`src/rtl/imem_loader_pkg.sv`:
```
// Shared definitions for the instruction-memory loader: FSM state encoding,
// instruction word width and the default load address.
package imem_loader_pkg;

    localparam int WORD_W = 32;
    localparam logic [WORD_W-1:0] DEFAULT_BASE_ADDR = 32'd128;

    typedef enum logic [2:0] {
        ST_IDLE,
        ST_HDR,
        ST_DATA,
        ST_WRITE,
        ST_RELEASE,
        ST_CSUM
    } state_t;

    // Byte address of a word slot: base plus four bytes per word index.
    function automatic logic [WORD_W-1:0] word_addr(input logic [WORD_W-1:0] base,
                                                    input logic [WORD_W-1:0] idx);
        return base + (idx << 2);
    endfunction

endpackage

```
`src/rtl/byte_packer.sv`:
```
// Big-endian byte packer: shifts accepted bytes into a 32-bit word and flags
// the byte that completes a group. The group length is last_idx+1, so the
// same block assembles both the 2-byte header and the 4-byte data words.
module byte_packer
    import imem_loader_pkg::*;
(
    input  logic              clk,
    input  logic              reset,
    input  logic              clear,
    input  logic              shift_en,
    input  logic [7:0]        byte_in,
    input  logic [1:0]        last_idx,
    output logic [WORD_W-1:0] word,
    output logic              word_ok
);

    logic [1:0] count;

    // Shift each accepted byte in at the bottom so the first byte ends up on top.
    always_ff @(posedge clk or posedge reset) begin
        if (reset) begin
            word  <= '0;
            count <= '0;
        end else if (clear) begin
            word  <= '0;
            count <= '0;
        end else if (shift_en) begin
            word  <= {word[WORD_W-9:0], byte_in};
            count <= (count == last_idx) ? 2'd0 : count + 2'd1;
        end
    end

    assign word_ok = shift_en && (count == last_idx);

endmodule

```
`src/rtl/imem_loader.sv`:
```
// Instruction-memory loader: receives a length-prefixed byte stream, packs it
// into 32-bit words written from BASE_ADDR upward, then pulses int_out so the
// PC block starts fetching at entry_point.
// Optional trailing XOR checksum byte is enabled by IMEM_LOADER_CHECKSUM_EN.
module imem_loader
    import imem_loader_pkg::*;
#(
    parameter logic [31:0] BASE_ADDR = DEFAULT_BASE_ADDR,
    parameter int          MAX_WORDS = 256,
    parameter int          LEN_W     = 16
) (
    input  logic        clk,
    input  logic        reset,
    input  logic        start,
    input  logic        byte_valid,
    input  logic [7:0]  byte_data,
    output logic        byte_ready,
    output logic        wr_en,
    output logic [31:0] wr_addr,
    output logic [31:0] wr_data,
    output logic        busy,
    output logic        done,
    output logic        int_out,
`ifdef IMEM_LOADER_CHECKSUM_EN
    output logic        err_csum,
`endif
    output logic [31:0] entry_point,
    output logic        err_len
);

    state_t             state;
    state_t             state_next;
    logic               accept;
    logic               shift_en;
    logic [1:0]         last_idx;
    logic [WORD_W-1:0]  packed_word;
    logic               word_ok;
    logic [LEN_W-1:0]   hdr_len;
    logic               len_bad;
    logic [LEN_W-1:0]   len_reg;
    logic [LEN_W-1:0]   word_idx;
    logic               last_word;
    logic               set_err_len;
`ifdef IMEM_LOADER_CHECKSUM_EN
    logic [7:0]         csum;
    logic               set_err_csum;
`endif

    // Handshake and status outputs depend on the state alone.
    assign byte_ready  = (state == ST_HDR) || (state == ST_DATA) || (state == ST_CSUM);
    assign accept      = byte_valid && byte_ready;
    assign shift_en    = accept && ((state == ST_HDR) || (state == ST_DATA));
    assign last_idx    = (state == ST_HDR) ? 2'd1 : 2'd3;
    assign busy        = (state != ST_IDLE);
    assign wr_en       = (state == ST_WRITE);
    assign int_out     = (state == ST_RELEASE);
    assign entry_point = BASE_ADDR;
    assign wr_addr     = wr_en ? word_addr(BASE_ADDR, 32'(word_idx)) : 32'd0;
    assign wr_data     = wr_en ? packed_word : 32'd0;

    // The second header byte is still on the bus when the length is judged.
    assign hdr_len   = LEN_W'({packed_word[7:0], byte_data});
    assign len_bad   = (hdr_len == '0) || (hdr_len > LEN_W'(MAX_WORDS));
    assign last_word = ((word_idx + LEN_W'(1)) == len_reg);

    byte_packer u_packer (
        .clk      (clk),
        .reset    (reset),
        .clear    (state == ST_IDLE),
        .shift_en (shift_en),
        .byte_in  (byte_data),
        .last_idx (last_idx),
        .word     (packed_word),
        .word_ok  (word_ok)
    );

    // State register.
    always_ff @(posedge clk or posedge reset) begin
        if (reset) begin
            state <= ST_IDLE;
        end else begin
            state <= state_next;
        end
    end

    // Next-state logic and error-flag requests.
    always_comb begin
        state_next  = state;
        set_err_len = 1'b0;
`ifdef IMEM_LOADER_CHECKSUM_EN
        set_err_csum = 1'b0;
`endif
        case (state)
            ST_IDLE: begin
                if (start) state_next = ST_HDR;
            end
            ST_HDR: begin
                if (word_ok) begin
                    if (len_bad) begin
                        set_err_len = 1'b1;
                        state_next  = ST_IDLE;
                    end else begin
                        state_next  = ST_DATA;
                    end
                end
            end
            ST_DATA: begin
                if (word_ok) state_next = ST_WRITE;
            end
            ST_WRITE: begin
`ifdef IMEM_LOADER_CHECKSUM_EN
                state_next = last_word ? ST_CSUM : ST_DATA;
`else
                state_next = last_word ? ST_RELEASE : ST_DATA;
`endif
            end
            ST_RELEASE: begin
                state_next = ST_IDLE;
            end
`ifdef IMEM_LOADER_CHECKSUM_EN
            ST_CSUM: begin
                if (accept) begin
                    if (byte_data == csum) begin
                        state_next = ST_RELEASE;
                    end else begin
                        set_err_csum = 1'b1;
                        state_next   = ST_IDLE;
                    end
                end
            end
`endif
            default: state_next = ST_IDLE;
        endcase
    end

    // Length, word index, sticky status flags and the running checksum.
    always_ff @(posedge clk or posedge reset) begin
        if (reset) begin
            len_reg  <= '0;
            word_idx <= '0;
            done     <= 1'b0;
            err_len  <= 1'b0;
`ifdef IMEM_LOADER_CHECKSUM_EN
            csum     <= '0;
            err_csum <= 1'b0;
`endif
        end else begin
            if ((state == ST_IDLE) && start) begin
                done     <= 1'b0;
                err_len  <= 1'b0;
                word_idx <= '0;
`ifdef IMEM_LOADER_CHECKSUM_EN
                csum     <= '0;
                err_csum <= 1'b0;
`endif
            end
            if ((state == ST_HDR) && word_ok) len_reg <= hdr_len;
            if (state == ST_WRITE) word_idx <= word_idx + LEN_W'(1);
            if (state == ST_RELEASE) done <= 1'b1;
            if (set_err_len) err_len <= 1'b1;
`ifdef IMEM_LOADER_CHECKSUM_EN
            if (shift_en) csum <= csum ^ byte_data;
            if (set_err_csum) err_csum <= 1'b1;
`endif
        end
    end

endmodule

```
`config.mk`:
```
export PLATFORM = sky130hd
export DESIGN_NAME = imem_loader
export DESIGN_NICKNAME = d
export VERILOG_FILES = /design/src/rtl/imem_loader_pkg.sv /design/src/rtl/byte_packer.sv /design/src/rtl/imem_loader.sv
export SDC_FILE = /design/constraint.sdc
export NUM_CORES = 1
export LEC_CHECK = 0
export BUFFER_PORTS_ARGS = -buffer_cell sky130_fd_sc_hd__buf_2
export CORE_UTILIZATION = 60
export CTS_BUF_LIST = sky130_fd_sc_hd__clkbuf_2
export CTS_CLUSTER_SIZE = 20
export DETAILED_ROUTE_END_ITERATION = 8
export GPL_TIMING_DRIVEN = 0
export PLACE_DENSITY = 0.95
export SYNTH_ARGS = -nofsm -noshare
export SYNTH_HDL_FRONTEND = slang
export SYNTH_HIERARCHICAL = 1
export SYNTH_SLANG_ARGS = --single-unit
```
`constraint.sdc`:
```
create_clock -name clk -period 5.6 [get_ports clk]
set_input_delay 0.84 -clock clk [delete_from_list [all_inputs] [get_ports clk]]
set_output_delay 0.84 -clock clk [all_outputs]
set_load 0.02 [all_outputs]
```
==> metrics.yaml <==
outcome: "finished, final reports clean"
gp_congestion: 0.899
syn_area_um2: 4430
path_depth: 8
setup_ws_ns: 1.83
dr_total_vias: 3703
fp.dieW_um: 88.0
hold_viol: 0
rsz0062_at_grt: "false"
die_area_um2: 7740
wl_mm: 10.2
drtAntennaViolNets: 0
grt_overflow_total: 0
slew_viol_final: 0
grtUsageTotal_pct: 27.8
synth_edf_count: 0
dp_slack_ns: 2.43
ir_drop_v: 0.000273
tightest_slew_ns: 0.769
grt_max_degree: 38
synthDistinctLibCells: 49
first_global_vias: 3225
period_share_pct: 67.3
final_nets: 605
ys_async_sr_fraction_pct: 100
cellPowerDensity_nw_per_um2: 406
path_cells: "clkbuf_1 -> nand2b_1 -> or2_2 -> inv_1 -> clkbuf_1 -> clkbuf_1 -> and2_1 -> buf_2"
synth.area.top_cells: "dfrtp_1 40%, buf_4 8.5%, mux2i_1 7.2%"
max-slew-margin-rel_pct: 48.6
cts_resized: 0
cp-startpoint: "state[1]"
io_pins: 114
synth_seq_cells: 71
die_h_um: 88.0
critPathCaptureType: "output port"
root_buffer: "clkbuf_2"
cts_hold_buffers: 0
viasPerCell: 5.35
crit_top_cell: "clkbuf_1"
holdWs_ns: 0.300
reg2reg_setup_slack_ns: 2.54
cp_slowest_stage_delay_ns: 0.45
drtIter0Drc: 270
endpoint: "wr_data[17]"
fmax_mhz: 265
placed_area_um2: 5070
r2r_start: "state[1]"
design_area_um2: 5210
path_class: "register to output port"
antenna_found_initial: 0
firstDrtPassIters: 6
postCtsSetupBuffers: 0
largest_register_ffs: 32
cts_buffers: 9
dp_hpwl_mm: 7.60
cts_sinks: 71
timing.final.crit_period_ns: 3.77
worstRegToRegCells: 10
finalSetupViolCount: 0
yosysTopAreaCell: "dfrtp_1"
nFillCells: 525
grt_pass1_wl_mm: 16.1
row_count: 30
final_util_pct: 74.6
n_antenna_cell: 0
post-synth-top-area-fraction_pct: 40.1
seq_area_frac_synth_pct: 40.1
place.port_buffers: 66
cts.htree.levels: 3
cp_data_arrival_time_ns: 2.93
tns_ns: 0
cap_violations: 0
clkLatencyLatePin_ns: 0.52
clkTransAtPathRegs_ns: 0.22
reg2reg_to: "len_reg[15]"
drc_errors: 0
critical_path_required_ns: 4.76
synthToLayoutAreaGrowth_pct: 17.5
power.leakage_nw: 2.71
start_util_pct: 63.5
synth_cells: 464
yosysWarnings: 6
start_kind: "register"
skew_ns: 0.0331
crit_buf_inv: 5
clockBufferDepth: 2
critPathSlowestCell: "clkbuf_1"
synth_flop_cell: "dfrtp_1"
path_max_fanout: 10
critPathTopFamily: "buffers and inverters"
post_drt_wl_per_cell_um: 14.8
drive_gt1_share_pct: 29.2
core_um2: 6980
avgSynthCellArea_um2: 9.55
tritoncts: "built"
hold_class: "input port to asynchronous set/reset pin"
-- routing by layer --
layer	wire, µm	vias to the layer above	share of wire [%]	global-route usage, %
li1	-	1722	-	-
met1	4200	1746	41	37.4
met2	5010	212	49	45.1
met3	835	23	8.2	5.00
met4	189	0	1.8	10.1
met5	0	-	0	0
-- cell families after synthesis --
kind of cell	count (synthesis)	synth area share, %
simple gates	166	20.8
buf+inv	84	12.3
flops	71	40.1
compound gates	54	7.48
mux	48	11.3
xor+xnor	37	7.31
fa+ha+maj	2	0.564
other cells	2	0.169
-- layout make-up --
class / instances / area, µm² / share of cell area (%)
Clock buffer: 11 / 55.1 / 1.06
Clock inverter: 5 / 57.6 / 1.11
Multi-Input combinational cell: 358 / 2300 / 44.1
Inverter: 7 / 26.3 / 0.505
Buffer: 77 / 518 / 9.95
Tap cell: 96 / 120 / 2.31
Sequential cell: 71 / 1780 / 34.1
Timing Repair Buffer: 67 / 358 / 6.87
-- how the worst min path moves through the flow --
stage	depth (start not counted)	slack (ns)	start	to
finish	2	0.30	reset	u_packer/count[0]
global route	2	0.30	reset	u_packer/count[0]
CTS	1	0.51	done	done
detailed placement	1	0.46	done	done
global placement	1	0.46	done	done
floorplan	2	0.48	u_packer/word[24]	u_packer/word[24]
-- synthesized netlist by cell type (6+ instances only) --
library cell  count
xor2_1           11
buf_2             8
inv_1             7
o31ai_1           6
mux2i_1          32
nand2_1          17
mux2_2           16
and2_1           39
buf_4            50
a21oi_1           8
o21ai_0          26
clkbuf_1         15
nor2_1           59
xnor2_1          26
dfrtp_1          71
-- metrics by stage --
stage | total power, mW | std cells
after detailed placement | 1.81 | 675
after floorplan | 1.55 | 513
final | 2.12 | 692
after CTS | 2.10 | 691
after global routing | 2.24 | 692
after global placement | 1.76 | 675
-- placed cells by master, fill, tap and decap left out, types with 4 or more instances in the layout --
master	n
and3_1	4
inv_1	5
mux2_2	16
mux2i_1	32
xor2_1	11
dfrtp_1	71
nand2_1	17
nand4_1	4
nand2b_1	4
xnor2_1	26
o31ai_1	6
conb_1	51
and2_1	39
clkbuf_2	12
nor4_1	5
buf_4	50
nor3_1	4
a21oi_1	8
nor2_1	59
nor3b_1	5
o21ai_0	26
clkbuf_1	15
nand3_1	5
buf_2	74
-- report_power, final --
part / switching, mW / internal (mW) / leakage, nW
clock: 0.189 / 0.108 / 0.0763
sequential: 0.153 / 0.675 / 0.935
combinational: 0.568 / 0.423 / 1.70
total: 0.909 / 1.21 / 2.71
Note: power is estimated with default switching activity, not from simulation.
